## src/rtl/alu_arbiter_if.sv

```systemverilog
// alu_arbiter_if: bundles the requester bus, the ALU operand/result bus and
// the response bus shared between the requesters/ALU and the arbiter.
//   master : requesters + ALU side (drives requests, operands and alu_c)
//   slave  : arbiter side (drives grants, ALU operands and responses)
interface alu_arbiter_if #(
  parameter int NREQ = 4,
  parameter int W    = 32,
  parameter int TW   = 4
);
  logic [NREQ-1:0]    req;
  logic [NREQ*W-1:0]  req_a;
  logic [NREQ*W-1:0]  req_b;
  logic [NREQ*TW-1:0] req_type;
  logic [NREQ-1:0]    gnt;
  logic [W-1:0]       alu_a;
  logic [W-1:0]       alu_b;
  logic [TW-1:0]      alu_type;
  logic               alu_valid;
  logic [W-1:0]       alu_c;
  logic [NREQ-1:0]    rsp_valid;
  logic [W-1:0]       rsp_data;

  modport master (
    output req, req_a, req_b, req_type, alu_c,
    input  gnt, alu_a, alu_b, alu_type, alu_valid, rsp_valid, rsp_data
  );

  modport slave (
    input  req, req_a, req_b, req_type, alu_c,
    output gnt, alu_a, alu_b, alu_type, alu_valid, rsp_valid, rsp_data
  );
endinterface

```

## src/rtl/alu_arbiter.sv

```systemverilog
// alu_arbiter: shares one ALU of latency LAT among NREQ requesters.
// One operation in flight at a time (IDLE/BUSY). Default arbitration is
// round-robin starting after the last winner; defining the macro
// ALU_ARBITER_FIXED_PRIO_EN switches to fixed priority (lowest index wins).
// Reset (rst) is synchronous, active-high, and aborts any operation in flight.
module alu_arbiter #(
  parameter int NREQ = 4,
  parameter int W    = 32,
  parameter int TW   = 4,
  parameter int LAT  = 1
) (
  input  logic         clk,
  input  logic         rst,
  alu_arbiter_if.slave bus
);
  localparam int PW = (NREQ > 1) ? $clog2(NREQ) : 1;
  localparam int CW = $clog2(LAT + 1);

  typedef enum logic {IDLE, BUSY} state_t;

  state_t          state_q, state_d;
  logic [CW-1:0]   cnt_q, cnt_d;
  logic [PW-1:0]   win_q, win_d;
  logic [NREQ-1:0] gnt_q, gnt_d;
  logic [W-1:0]    alu_a_q, alu_a_d;
  logic [W-1:0]    alu_b_q, alu_b_d;
  logic [TW-1:0]   alu_type_q, alu_type_d;
  logic            alu_valid_q, alu_valid_d;
  logic [NREQ-1:0] rsp_valid_q, rsp_valid_d;
  logic [W-1:0]    rsp_data_q, rsp_data_d;
`ifdef ALU_ARBITER_FIXED_PRIO_EN
  // Fixed priority needs no rotation pointer.
`else
  logic [PW-1:0]   ptr_q, ptr_d;
`endif

  logic            win_found;
  logic [PW-1:0]   win_idx;
  logic [PW-1:0]   cand;

  // Per-requester views of the packed operand buses.
  logic [W-1:0]  a_arr    [NREQ];
  logic [W-1:0]  b_arr    [NREQ];
  logic [TW-1:0] type_arr [NREQ];

  genvar gi;
  generate
    for (gi = 0; gi < NREQ; gi++) begin : g_unpack
      assign a_arr[gi]    = bus.req_a[gi*W +: W];
      assign b_arr[gi]    = bus.req_b[gi*W +: W];
      assign type_arr[gi] = bus.req_type[gi*TW +: TW];
    end
  endgenerate

  // Winner selection among the currently asserted requests.
  always_comb begin
    win_found = 1'b0;
    win_idx   = '0;
    cand      = '0;
`ifdef ALU_ARBITER_FIXED_PRIO_EN
    for (int k = 0; k < NREQ; k++) begin
      cand = PW'(k);
      if (!win_found && bus.req[cand]) begin
        win_found = 1'b1;
        win_idx   = cand;
      end
    end
`else
    // Search starts one past the previous winner and wraps around.
    for (int k = 1; k <= NREQ; k++) begin
      cand = PW'((int'(ptr_q) + k) % NREQ);
      if (!win_found && bus.req[cand]) begin
        win_found = 1'b1;
        win_idx   = cand;
      end
    end
`endif
  end

  // Next-state and output logic; grant/response strobes default low.
  always_comb begin
    state_d     = state_q;
    cnt_d       = cnt_q;
    win_d       = win_q;
    gnt_d       = '0;
    alu_a_d     = alu_a_q;
    alu_b_d     = alu_b_q;
    alu_type_d  = alu_type_q;
    alu_valid_d = alu_valid_q;
    rsp_valid_d = '0;
    rsp_data_d  = rsp_data_q;
`ifndef ALU_ARBITER_FIXED_PRIO_EN
    ptr_d       = ptr_q;
`endif
    case (state_q)
      IDLE: begin
        if (win_found) begin
          state_d     = BUSY;
          cnt_d       = CW'(LAT);
          win_d       = win_idx;
          gnt_d       = NREQ'(1) << win_idx;
          alu_a_d     = a_arr[win_idx];
          alu_b_d     = b_arr[win_idx];
          alu_type_d  = type_arr[win_idx];
          alu_valid_d = 1'b1;
`ifndef ALU_ARBITER_FIXED_PRIO_EN
          ptr_d       = win_idx;
`endif
        end
      end
      BUSY: begin
        // Requests are ignored while the ALU is occupied.
        cnt_d = cnt_q - CW'(1);
        if (cnt_q == CW'(1)) begin
          state_d     = IDLE;
          rsp_valid_d = NREQ'(1) << win_q;
          rsp_data_d  = bus.alu_c;
          alu_valid_d = 1'b0;
        end
      end
      default: state_d = IDLE;
    endcase
  end

  // State register with synchronous reset.
  always_ff @(posedge clk) begin
    if (rst) begin
      state_q     <= IDLE;
      cnt_q       <= '0;
      win_q       <= '0;
      gnt_q       <= '0;
      alu_a_q     <= '0;
      alu_b_q     <= '0;
      alu_type_q  <= '0;
      alu_valid_q <= 1'b0;
      rsp_valid_q <= '0;
      rsp_data_q  <= '0;
`ifndef ALU_ARBITER_FIXED_PRIO_EN
      ptr_q       <= PW'(NREQ - 1);
`endif
    end else begin
      state_q     <= state_d;
      cnt_q       <= cnt_d;
      win_q       <= win_d;
      gnt_q       <= gnt_d;
      alu_a_q     <= alu_a_d;
      alu_b_q     <= alu_b_d;
      alu_type_q  <= alu_type_d;
      alu_valid_q <= alu_valid_d;
      rsp_valid_q <= rsp_valid_d;
      rsp_data_q  <= rsp_data_d;
`ifndef ALU_ARBITER_FIXED_PRIO_EN
      ptr_q       <= ptr_d;
`endif
    end
  end

  assign bus.gnt       = gnt_q;
  assign bus.alu_a     = alu_a_q;
  assign bus.alu_b     = alu_b_q;
  assign bus.alu_type  = alu_type_q;
  assign bus.alu_valid = alu_valid_q;
  assign bus.rsp_valid = rsp_valid_q;
  assign bus.rsp_data  = rsp_data_q;
endmodule

```

## src/flat_wrapper.sv

```systemverilog
// flat-port wrapper written by rule: the top's interface ports become plain ports
module alu_arbiter_flat 
#(
  parameter int NREQ = 4,
  parameter int W    = 32,
  parameter int TW   = 4,
  parameter int LAT  = 1
)
  (clk, rst, bus_req, bus_req_a, bus_req_b, bus_req_type, bus_alu_c, bus_gnt, bus_alu_a, bus_alu_b, bus_alu_type, bus_alu_valid, bus_rsp_valid, bus_rsp_data);
  alu_arbiter_if #(.NREQ(NREQ), .W(W), .TW(TW)) bus_i ();
  input  logic clk;
  input  logic rst;
  input wire logic [$bits(bus_i.req)-1:0] bus_req;
  input wire logic [$bits(bus_i.req_a)-1:0] bus_req_a;
  input wire logic [$bits(bus_i.req_b)-1:0] bus_req_b;
  input wire logic [$bits(bus_i.req_type)-1:0] bus_req_type;
  input wire logic [$bits(bus_i.alu_c)-1:0] bus_alu_c;
  output wire logic [$bits(bus_i.gnt)-1:0] bus_gnt;
  output wire logic [$bits(bus_i.alu_a)-1:0] bus_alu_a;
  output wire logic [$bits(bus_i.alu_b)-1:0] bus_alu_b;
  output wire logic [$bits(bus_i.alu_type)-1:0] bus_alu_type;
  output wire logic [$bits(bus_i.alu_valid)-1:0] bus_alu_valid;
  output wire logic [$bits(bus_i.rsp_valid)-1:0] bus_rsp_valid;
  output wire logic [$bits(bus_i.rsp_data)-1:0] bus_rsp_data;
  assign bus_i.req = bus_req;
  assign bus_i.req_a = bus_req_a;
  assign bus_i.req_b = bus_req_b;
  assign bus_i.req_type = bus_req_type;
  assign bus_i.alu_c = bus_alu_c;
  assign bus_gnt = bus_i.gnt;
  assign bus_alu_a = bus_i.alu_a;
  assign bus_alu_b = bus_i.alu_b;
  assign bus_alu_type = bus_i.alu_type;
  assign bus_alu_valid = bus_i.alu_valid;
  assign bus_rsp_valid = bus_i.rsp_valid;
  assign bus_rsp_data = bus_i.rsp_data;
  alu_arbiter #(.NREQ(NREQ), .W(W), .TW(TW), .LAT(LAT)) u_core (.clk(clk), .rst(rst), .bus(bus_i));
endmodule
```

## config.mk

```make
export PLATFORM = sky130hd
export DESIGN_NAME = alu_arbiter_flat
export DESIGN_NICKNAME = d
export VERILOG_FILES = /design/src/rtl/alu_arbiter_if.sv /design/src/rtl/alu_arbiter.sv /design/src/flat_wrapper.sv
export SDC_FILE = /design/constraint.sdc
export NUM_CORES = 1
export LEC_CHECK = 0
export CAP_MARGIN = 15
export CORE_AREA = 2 2 163 165
export CTS_CLUSTER_SIZE = 30
export DETAILED_ROUTE_END_ITERATION = 8
export DIE_AREA = 0 0 165 167
export GPL_TIMING_DRIVEN = 0
export REMOVE_ABC_BUFFERS = 1
export SYNTH_ARGS = -nofsm -noshare
export SYNTH_HDL_FRONTEND = slang
export SYNTH_SLANG_ARGS = --single-unit
export TNS_END_PERCENT = 100
```

## constraint.sdc

```tcl
create_clock -name clk -period 3.58 [get_ports clk]
set_input_delay 0.716 -clock clk [delete_from_list [all_inputs] [get_ports clk]]
set_output_delay 0.716 -clock clk [all_outputs]
set_load 0.01 [all_outputs]
```

### Yosys cells after proc, flatten, opt, wreduce, memory -nomap -nowiden

Cells that the tools add are included.

* register bits after elaboration: 115
* input port bits: 310
* output and inout port bits: 109
* logic and storage cells: 72

* add/subtract/negate cells: 5
* magnitude comparators: 5
* equality and inequality tests: 2
* shifts and indexed selects: 2
* muxes and demuxes: 32
* bitwise logic cells: 4
* reduce and logical (&&, ||, !) cells: 11

Operator list (count)
* 32-bit binary-select mux with 2-bit select: 2
* 32-bit two-way mux: 4
* 2-bit by 3-bit less-than comparator with 1-bit output (second input constant): 4
* 1-bit two-way mux: 12
* 1-bit binary-select mux with 2-bit select: 4
* 4-bit binary-select mux with 2-bit select: 1
* 2-bit two-way mux: 4
* 4-bit two-way mux: 2
* 1-bit by 2-bit left shift with 4-bit output (first input constant): 2
* 1-bit one-hot mux with 2 select lines: 3
* 2-bit AND reduction: 3
* 3-bit OR reduction: 2
* 2-bit by 1-bit adder with 2-bit output (second input constant): 2
* 2-bit adder (second input constant): 2
* 3-bit >= comparator (second input constant): 1
* 1-bit logical AND: 3
* 1-bit zero test: 3
* 1-bit NOT: 3
* 2-bit NOT with 3-bit output: 1
* 2-bit by 1-bit inequality test with 1-bit output (second input constant): 1
* 2-bit inequality test (second input constant): 1
* 1-bit subtractor (second input constant): 1

### Depth between registers and ports, before layout

* word-level depth: 17
* mapped depth: 8
* mapped depth without buffers: 5

### Least setup slack after synthesis

Ideal clock, no wire load.

* path kind: input -> register
* from: input port bus_req[1]
* to: register u_core.alu_a_q[19], in the netlist u_core.bus.alu_a[19]
* setup time: 0.116 ns
* arrival time: 2.082 ns
* data required time: 3.464 ns
* path slack: 1.382 ns
* stages on the path: 7
* path buffers: 2
* cells stage by stage: nor2b_1 -> o21ba_1 -> nor3_2 -> buf_6 -> buf_6 -> mux2_1 -> o211a_1

* longest elaborated chain between the ends: 16
* elaborated cells on any way between the ends: 27
* classes of those cells: 19 x mux; 1 x bitwise; 7 x reduce/logical

Ends and longest elaborated chain
* start: declaration: RTL line flat_wrapper.sv:13 `input wire logic [$bits(bus_i.req)-1:0] bus_req;`
* 1-bit binary-select mux with 2-bit select: RTL line alu_arbiter.sv:72 `if (!win_found && bus.req[cand]) begin`
* 1-bit two-way mux (implied by the code): RTL line alu_arbiter.sv:72
* 1-bit two-way mux: RTL line alu_arbiter.sv:72
* 1-bit zero test: RTL line alu_arbiter.sv:72
* 1-bit logical AND: RTL line alu_arbiter.sv:72
* 1-bit two-way mux: RTL line alu_arbiter.sv:72
* 1-bit zero test: RTL line alu_arbiter.sv:72
* 1-bit logical AND: RTL line alu_arbiter.sv:72
* 1-bit two-way mux: RTL line alu_arbiter.sv:72
* 1-bit zero test: RTL line alu_arbiter.sv:72
* 1-bit logical AND: RTL line alu_arbiter.sv:72
* 2-bit two-way mux: RTL line alu_arbiter.sv:72
* 2-bit NOT with 3-bit output (implied by the code): RTL line alu_arbiter.sv:102 `alu_a_d = a_arr[win_idx];`
* 32-bit binary-select mux with 2-bit select: RTL line alu_arbiter.sv:102
* 32-bit two-way mux (implied by the code) (2 in a row): RTL line alu_arbiter.sv:102
* end signal: assignment: RTL line alu_arbiter.sv:146 `alu_a_q <= alu_a_d;`
* end: declaration: RTL line alu_arbiter.sv:25 `logic [W-1:0] alu_a_q, alu_a_d;`

Several ways; a longest one is shown, not always the timed one. The select of a mux whose other input is x is not followed.
A chain may end at the register's enable or synchronous reset.

### Final worst setup path

* from: input port bus_req[1]
* to: register u_core.alu_a_q[4], in the netlist u_core.bus.alu_a[4]

Same word-level chain as after synthesis.

==> results.md <==
* Net Sw Power at 1.41 mW
* P_leak at 4.57 nW
* Synth-to-Final Area Change at 85.6%
* Final setup fails at 0
* Setup CP Type: in2reg
* Total wire length at 26.4 mm
* Final setup margin at 0.176 ns
* Starting DRT DRC Count at 283
* Post-CTS setup buffers at 0
* Mean post-synth cell area at 10.1 um2
* Root Driver: clkbuf_16
* Unrepaired setup endpoints after global routing: no
* Sequential group share of total power at 30.8%
* CP arrival at 3.71 ns
* CP Launch Type: primary input
* Yosys warning total at 0
* Critical Path End Type: flop
* Hold Violations, Final at 0
* Drt pass-1 iters at 5
* Vias in the first global route at 6,754
* Worst EP required at 3.88 ns
* DIE AREA at 27,600 um2
* Final GP Congestion at 0.807
* Post-CTS sizing at 0
* Peak VDD IR at 0.249 mV
* Longest Clk Path Bufs at 2
* # rows at 59
* Internal power at 3.43 mW
* H-Tree Depth at 4
* Hold path depth at 1
* Final Cycle Share at 95.1%
* Most used cell, CP: buf_16
* Cell count after synthesis at 610
* CP max FO at 16
* Routed WL per cell at 19.6 um
* Min Clock Period, post-route at 3.40 ns
* Worst Setup SP: bus_req[1]
* Hold Crit Start: u_core.bus.alu_valid$_SDFFE_PP0P_
* Hold Buf Count CTS at 0
* First-pass GRT wire length at 39.6 mm
* Post-Syn Area at 6170 um2
* Pin count of the biggest net entering global routing at 78
* Initial core utilization at 23.9%
* Initial antenna violation count at 1
* Reg clk slew, reported paths at 0.06 ns
* Power per cell area at 422 nW/um2
* Drc violations at 0
* Clock power frac at 38.1%
* Slew Viols, Final at 0
* Clk_skew at 0.0130 ns
* Port bufs at 418
* Clock Sinks at 115
* Vias at 6,618
* Top Ports at 419
* Crit-path cells: clkdlybuf4s50_1, nor2_1, nor3_4, nor3_4, buf_16, buf_16, buf_16, mux2_2, o211a_1
* Clock buffer count from CTS at 17
* Slowest stage delay, CP at 0.70 ns
* Max-Cap Viols at 0
* Switch share at 29.1%
* Worst r2r src: u_core.ptr_q[0]$_SDFFE_PP1P_
* Vias per cell at 4.92
* Later-pin clock latency in the skew report at 0.42 ns
* Total gr overflow at 0
* Worst hold path class: reg2reg
* Final TNS setup at 0 ns
* R2R depth at 8
* CTS tree: yes
* Tightest Pin Transition at 0.943 ns
* Chip Width at 165 um
* DP HPWL at 19.3 mm
* Fmax at 0.294 GHz
* Yosys reg bits at 115
* Comb pwr share at 31.2%
* Outcome: complete, no violations
* Max stage delay cell, worst path: nor3_4
* Diode count at 0
* GRT Total Usage at 18.7%
* Share of layout cells above drive strength 1 at 9.01%
* Tot Pwr at 4.83 mW
* ANT nets after route at 0
* Core box area at 25,800 um2
* Sequential share of the synthesized area at 37.3%
* Worst slack at placement at -0.255 ns
* Post-synthesis cell type count at 36
* Die height at 167 um
* Final nets at 1,307
* Max-slew headroom at 36.9%
## placed cells by master, fill, tap and decap left out, types with 5 or more instances in the layout
cell / Yosys / final
o211a_1: 37 / 37
mux2_2: 28 / 28
buf_4: 0 / 5
o221ai_1: 32 / 32
a31oi_1: 36 / 36
mux2_1: 8 / 8
clkbuf_16: 0 / 17
nor2_1: 14 / 13
o31ai_1: 36 / 36
nand3b_1: 32 / 32
mux2i_1: 64 / 64
dfxtp_1: 115 / 115
nand2b_1: 39 / 38
a22o_1: 32 / 32
o211ai_1: 36 / 36
nand2_1: 7 / 6
clkdlybuf4s50_1: 0 / 417
buf_16: 0 / 7
## registers in the layout (all words and copies together), names as in the netlist
signal / count
u_core.bus.alu_a: 32
u_core.bus.rsp_data: 32
u_core.bus.gnt: 4
u_core.state_q: 1
u_core.bus.alu_type: 4
u_core.bus.alu_valid: 1
u_core.ptr_q: 2
u_core.bus.alu_b: 32
u_core.cnt_q: 1
u_core.bus.rsp_valid: 4
u_core.win_q: 2
## routing by layer
| metal | up-vias | global-route usage [%] | share of wire (%) |
|---|---|---|---|
| li1 | 3188 | - | - |
| met1 | 3119 | 22.6 | 41 |
| met2 | 280 | 31.9 | 50 |
| met3 | 29 | 5.78 | 8.3 |
| met4 | 2 | 4.95 | 1.5 |
| met5 | - | 0 | 0.061 |
## final timing paths
kind                                  endpoint  slack [ns]
max reg2reg   u_core.bus.alu_a[4]$_SDFFE_PP0P_        0.82
min reg2reg  u_core.bus.alu_valid$_SDFFE_PP0P_        0.47
min          u_core.bus.alu_valid$_SDFFE_PP0P_        0.47
max           u_core.bus.alu_a[4]$_SDFFE_PP0P_        0.18
## Yosys cell counts
master      n  area, um2
nor3_2      2       20.0
mux2i_1    64        641
clkbuf_1   36        135
a311oi_1    1       8.76
o21ai_1     1       5.00
nand2b_1   39        244
o211a_1    37        370
nor2_1     14       52.6
a21oi_1     3       15.0
or3_1       1       6.26
nand2_1     7       26.3
nor4b_1     1       8.76
o21a_1      3       22.5
mux2_2     28        315
nor4_1      2       12.5
nor3_4      1       16.3
o21ba_1     1       10.0
o211ai_1   36        270
mux2_1      8       90.1
buf_6       3       33.8
nand3b_1   32        240
a22o_1     32        280
o21ai_0     1       5.00
dfxtp_1   115       2300
nor2b_1     3       18.8
buf_8       6       90.1
buf_2      15       75.1
o221ai_1   32        280
a21o_1      1       7.51
buf_1       8       30.0
a21boi_1    1       7.51
o31a_1      1       8.76
a211o_1     1       8.76
o31ai_1    36        270
a31oi_1    36        225
and3_1      2       12.5
## per-stage QoR
stage / hold WS, ns / std cells / utilization (%) / area (um2)
detailed placement: 0.460 / 1313 / 42.0 / 10800
CTS: 0.474 / 1345 / 44.4 / 11400
floorplan: 0.429 / 542 / - / 5800
global route: 0.497 / 1345 / 44.4 / 11400
global placement: 0.451 / 1295 / 40.4 / 10400
finish: 0.469 / 1345 / 44.4 / 11400
## power groups by stage
stage               clock (mW)  combinational (mW)  sequential [mW]
floorplan                    0               0.607             1.57
global placement             0                1.52             1.51
detailed placement           0                1.52             1.51
CTS                       1.89                1.52             1.49
global route              1.94                1.61             1.50
finish                    1.84                1.51             1.49
## kinds of logic (layout without fill, tap and decap cells)
group	Yosys count	after routing	share of synthesized area [%]
buffers and inverters	68	468	5.91
muxes	100	100	17.0
AOI/OAI and AO/OA	223	223	29.1
DFF	115	115	37.3
and+or+nand+nor	104	104	10.7
## critical path: cells and delay by family
family          cells  cell delay [ns]
simple gates        3             1.30
buf+inv             4             1.13
mux                 1             0.34
compound gates      1             0.19
## cell type report
type | instances | area [um2]
timing repair buffer | 436 | 4530
sequential | 115 | 2300
tap | 335 | 419
clock inverter | 14 | 194
multi-input combinational | 427 | 3570
clock buffer | 18 | 429
fill | 2533 | 14300
No activity file was read; power rests on OpenSTA's default activity.
==> RTL edit 1 (config.mk and constraints unchanged) <==
Reset style: asynchronous (`rst`), changed in one clocked block. Comments in the files are not updated.
--- a/src/rtl/alu_arbiter.sv
+++ b/src/rtl/alu_arbiter.sv
@@ -123,7 +123,7 @@
   end
 
   // State register with synchronous reset.
-  always_ff @(posedge clk) begin
+  always_ff @(posedge clk or posedge rst) begin
     if (rst) begin
       state_q     <= IDLE;
       cnt_q       <= '0;
Formal check against the unedited RTL: differs if rst is asserted again (counterexample within 4 cycles, from zero or initial values and one cycle with rst high); with rst held inactive, the same outputs for 4 cycles.
==> RTL edit 1 against the original RTL <==
- fmax up 11%
- sequential cell count unchanged
- wire length down 14%
- setup slack better by 0.33 ns
- cell area down 2.4%
- synthesized area down 1.0%
- critical path type unchanged
- critical endpoint is now u_core.bus.alu_b[1]$_DFFE_PP0P_
- highest routed layer is now met4
Power is not compared: it rests on default switching activity, and its combinational part moved more than twofold at a synthesized area within 25%.
==> RTL edit 1: results (changes against the original RTL) <==
* Status: finished, final reports clean
* Pre-CTS setup slack at 0.0309 ns (+0.286 ns)
* Top routing layer in use: met4
* Most frequent cells after synthesis: mux2i_1, dfrtp_1, nand2_1, o221ai_1, mux2_2
* Final Util at 43.3% (-1.1 points)
* Vias at 5670 (-14%)
* GPL Wtd Cong at 0.727 (-9.9%)
* First-pass GRT wire length at 34400 um (-13%)
* Pin count of the biggest net entering global routing at 73 (-6.4%)
* Worst stage delay on the critical path at 0.57 ns (-0.13 ns)
* Layout fillers at 2497 (-1.4%)
* Post-route clock skew at 0.0116 ns (-0.00132 ns)
* Mux cell area share after synthesis at 28.4% (+11 points)
* Nets at 1217 (-6.9%)
* Synth top area cells: dfrtp_1, mux2i_1, o221ai_1
* Flip-flop and latch count at 115 (unchanged)
* Comb_multi_in at 342 (-20%)
* Non-clk invs at 3 (+3)
* Synth Flop Type: dfrtp_1
* Non-clock buffers at 428 (-1.8%)
* Yosys warnings at 0 (unchanged)
* Clock-cell share of area at 5.75% (+0.30 points)
* # Post-CTS Setup Buffers at 0 (unchanged)
* Worst path slowest cell: clkdlybuf4s50_1
* Peak fanout along the critical path at 23 (+7)
* Share of layout cells above drive strength 1 at 9.13% (+0.12 points)
* Data buffer area share at 39.3% (-0.25 points)
* GRT Util Overall at 16.1% (-2.6 points)
* Starting DRT DRC Count at 249 (-12%)
* Compound-Gate Fraction of Synth Area at 10.9% (-18 points)
* Worst Tran Pin Value at 0.902 ns (-0.0408 ns)
* Fraction of area in registers at 25.8% (+5.7 points)
* M1 wire length at 8770 um (-18%)
* Number of library cell types mapped by synthesis at 30 (-17%)
* Antenna fix cells at 1 (+1)
* Port Buffers at 418 (unchanged)
* Clk slew on worst S/H paths at 0.06 ns (about the same)
* CP top delay family: buffers and inverters
* Dpl cell area at 0.0105 mm^2 (-2.8%)
* Wire length per cell at 18.1 um (-7.9%)
* Sequential fraction of the synthesis area at 47.2% (+9.9 points)
* Clock buf count at 17 (-1)
* Asr flop ratio synth at 100% (+100 points)
* Multi-input logic area at 0.00281 mm^2 (-21%)
* Vias in the first global route at 6069 (-10%)
* DR WL met2 at 11000 um (-16%)
* Worst VDD drop at 0.413 mV
* Metal3 WL at 2650 um (+21%)
* Syn avg cell area at 12.1 um^2 (+20%)
* DR vias/cell at 4.51 (-8.3%)
* DR pass1 iterations at 4 (-1)
* HPWL after detailed placement at 17200 um (-11%)
RTL edit 1: cell types whose count changed after synthesis, sizes merged, moves of 37 or more:
| cell | before | now |
|---|---|---|
| o211a | 37 | 0 |
| dfrtp | 0 | 113 |
| nand2b | 39 | 2 |
| dfxtp | 115 | 0 |
| mux2i | 64 | 137 |
| nand2 | 7 | 74 |
RTL edit 1: worst reg2reg max path, delay by kind of cell, from the launching register on:
kind                   cells  cell delay [ns]
muxes                      1             0.36
DFF                        1             0.59
buffers and inverters      3             0.73
and+or+nand+nor            1             0.13
AOI/OAI and AO/OA          3             0.81
RTL edit 1: power breakdown:
part           internal, mW  switching, mW  total, mW
logic                  1.72           1.32       3.04
registers              1.76          0.252       2.01
clock network          1.19          0.702       1.89
total                  4.66           2.27       6.93
RTL edit 1: final timing paths:
check,from,endpoint,slack (ns),cells past startpoint
worst max-delay path,bus_req[3],u_core.bus.alu_b[1]$_DFFE_PP0P_,0.50,9
worst min-delay path,u_core.bus.alu_a[17]$_DFFE_PP0P_,u_core.bus.alu_a[17]$_DFFE_PP0P_,0.48,2
worst max register to register,u_core.ptr_q[1]$_DFFE_PP1P_,u_core.bus.alu_b[1]$_DFFE_PP0P_,0.82,8
worst min register to register,u_core.bus.alu_a[17]$_DFFE_PP0P_,u_core.bus.alu_a[17]$_DFFE_PP0P_,0.48,2
max in group asynchronous,rst,u_core.ptr_q[1]$_DFFE_PP1P_,2.11,3
min in group asynchronous,rst,u_core.bus.alu_a[13]$_DFFE_PP0P_,0.71,2
RTL edit 1: metal layers:
layer  track usage (%)  vias to the layer above
met4              4.35                        0
met1              18.3                     2681
met5                 0                        -
met3              6.63                       20
met2              27.8                      276
li1                  -                     2693
==> RTL edit 2 (same flow settings) <==
Without the edit above. `LAT` is set to 1 in 2 places; all go to 2.
--- a/src/rtl/alu_arbiter.sv
+++ b/src/rtl/alu_arbiter.sv
@@ -7,7 +7,7 @@
   parameter int NREQ = 4,
   parameter int W    = 32,
   parameter int TW   = 4,
-  parameter int LAT  = 1
+  parameter int LAT  = 2
 ) (
   input  logic         clk,
   input  logic         rst,
--- a/src/flat_wrapper.sv
+++ b/src/flat_wrapper.sv
@@ -4,7 +4,7 @@
   parameter int NREQ = 4,
   parameter int W    = 32,
   parameter int TW   = 4,
-  parameter int LAT  = 1
+  parameter int LAT  = 2
 )
   (clk, rst, bus_req, bus_req_a, bus_req_b, bus_req_type, bus_alu_c, bus_gnt, bus_alu_a, bus_alu_b, bus_alu_type, bus_alu_valid, bus_rsp_valid, bus_rsp_data);
   alu_arbiter_if #(.NREQ(NREQ), .W(W), .TW(TW)) bus_i ();
Check against the original RTL: not equivalent (a bounded check fails within 4 cycles, from zero or initial values and one cycle with rst high).
==> RTL edit 2 against the original RTL <==
- sequential cell count increased by 1
- critical endpoint is now u_core.bus.alu_b[1]$_SDFFE_PP0P_
- combinational power shrank 14%
- clock skew shrank 0.00088 ns
- setup slack improved by 0.11 ns
- power is 7.0% lower
- wire length fell by 8.4%
- final cell count shrank 1.3%
- synthesized area is 6.6% lower
- register-to-register slack got worse by 0.13 ns
- cell area fell by 4.1%
- global-route usage is 1.8 points lower
==> RTL edit 2: results (changes against the original RTL) <==
* Dpl cell area at 0.0104 mm^2 (-4.0%)
* Register-to-Register Path Depth at 6 (-2)
* Number of library cell types mapped by synthesis at 35 (-2.8%)
* Most frequent cells after synthesis: dfxtp_1, mux2i_1, nand2_1, nor2_1, o221ai_1
* Starting DRT DRC Count at 267 (-5.7%)
* DR pass1 iterations at 4 (-1)
* Fin cells at 1328 (-1.3%)
* Sequential fraction of the synthesis area at 40.3% (+3.0 points)
* Status: finished, final reports clean
* HPWL after detailed placement at 18100 um (-6.4%)
* Worst VDD drop at 0.227 mV (-8.8%)
* Pin count of the biggest net entering global routing at 59 (-24%)
* P_leak at 4.34 nW (-5.0%)
* Critical Path Source: bus_req[2]
* Register Area at 0.00232 mm^2 (+0.87%)
* GPL Wtd Cong at 0.778 (-3.6%)
* First-pass GRT wire length at 35800 um (-9.5%)
* Worst slew margin at 44.4% (+7.5 points)
* Non-clk invs at 30 (+30)
* Mux cell area share after synthesis at 19.0% (+2.0 points)
* Share of layout cells above drive strength 1 at 7.85% (-1.2 points)
* Clk. pwr at 1.71 mW (-7%)
* GRT Util Overall at 16.9% (-1.8 points)
* Clock-cell share of area at 5.28% (-0.17 points)
* DR vias/cell at 4.70 (-4.6%)
* Post-Syn Instances at 590 (-3.3%)
* Seq pwr share at 32.9% (+2.1 points)
* WL final at 24200 um (-8.4%)
* R2R Setup Slk at 0.69 ns (-0.13 ns)
* Syn avg cell area at 9.76 um^2 (-3.5%)
* Comb_multi_in at 386 (-9.6%)
* Data arrival time of the critical path at 3.60 ns (-0.11 ns)
* CP endpoint: u_core.bus.alu_b[1]$_SDFFE_PP0P_
* Multi-input combinational area share at 28.2% (-2.9 points)
* Synth top area cells: dfxtp_1, mux2i_1, o221ai_1
* Worst stage delay on the critical path at 0.61 ns (-0.09 ns)
* Fraction of area in registers at 21.2% (+1.0 points)
==> RTL edit 2: cell count changes in the layout (fill, tap and decap cells not counted), moves of 33 or more <==
cell	change
mux2i_1	+45
nand2_1	+41
nand2b_1	-33
o211a_1	-37
o211ai_1	-36
o31ai_1	-36
==> RTL edit 2: how the worst min path moves through the flow <==
stage,startpoint,to,slack (ns),depth (start not counted)
3_5_place_dp,u_core.bus.alu_b[22]$_SDFFE_PP0P_,u_core.bus.alu_b[22]$_SDFFE_PP0P_,0.45,2
5_1_grt,u_core.bus.alu_a[5]$_SDFFE_PP0P_,u_core.bus.alu_a[5]$_SDFFE_PP0P_,0.49,2
2_1_floorplan,u_core.win_q[1]$_SDFFE_PP0P_,u_core.bus.rsp_valid[1]$_SDFF_PP0_,0.43,1
6_report,u_core.bus.alu_b[13]$_SDFFE_PP0P_,u_core.bus.alu_b[13]$_SDFFE_PP0P_,0.46,2
4_1_cts,u_core.win_q[0]$_SDFFE_PP0P_,u_core.bus.rsp_valid[2]$_SDFF_PP0_,0.46,1
3_3_place_gp,u_core.bus.alu_type[2]$_SDFFE_PP0P_,u_core.bus.alu_type[2]$_SDFFE_PP0P_,0.44,2
==> RTL edit 2: layer usage <==
metal	routed length [um]	up-vias	part of all wire, %	global-route usage, %
li1	-	3015	-	-
met1	9440	2867	39	18.6
met2	11800	306	49	29.3
met3	2280	45	9.4	5.83
met4	692	2	2.9	6.65
met5	8	-	0.033	0
==> RTL edit 2: timing repair <==
action	4_1_cts	5_1_grt
pin swaps	0	1
buffers inserted	0	0
endpoints found under the hold margin	0	0
gates cloned	0	1
endpoints found under the setup margin	50	12
gates resized for setup	2	0
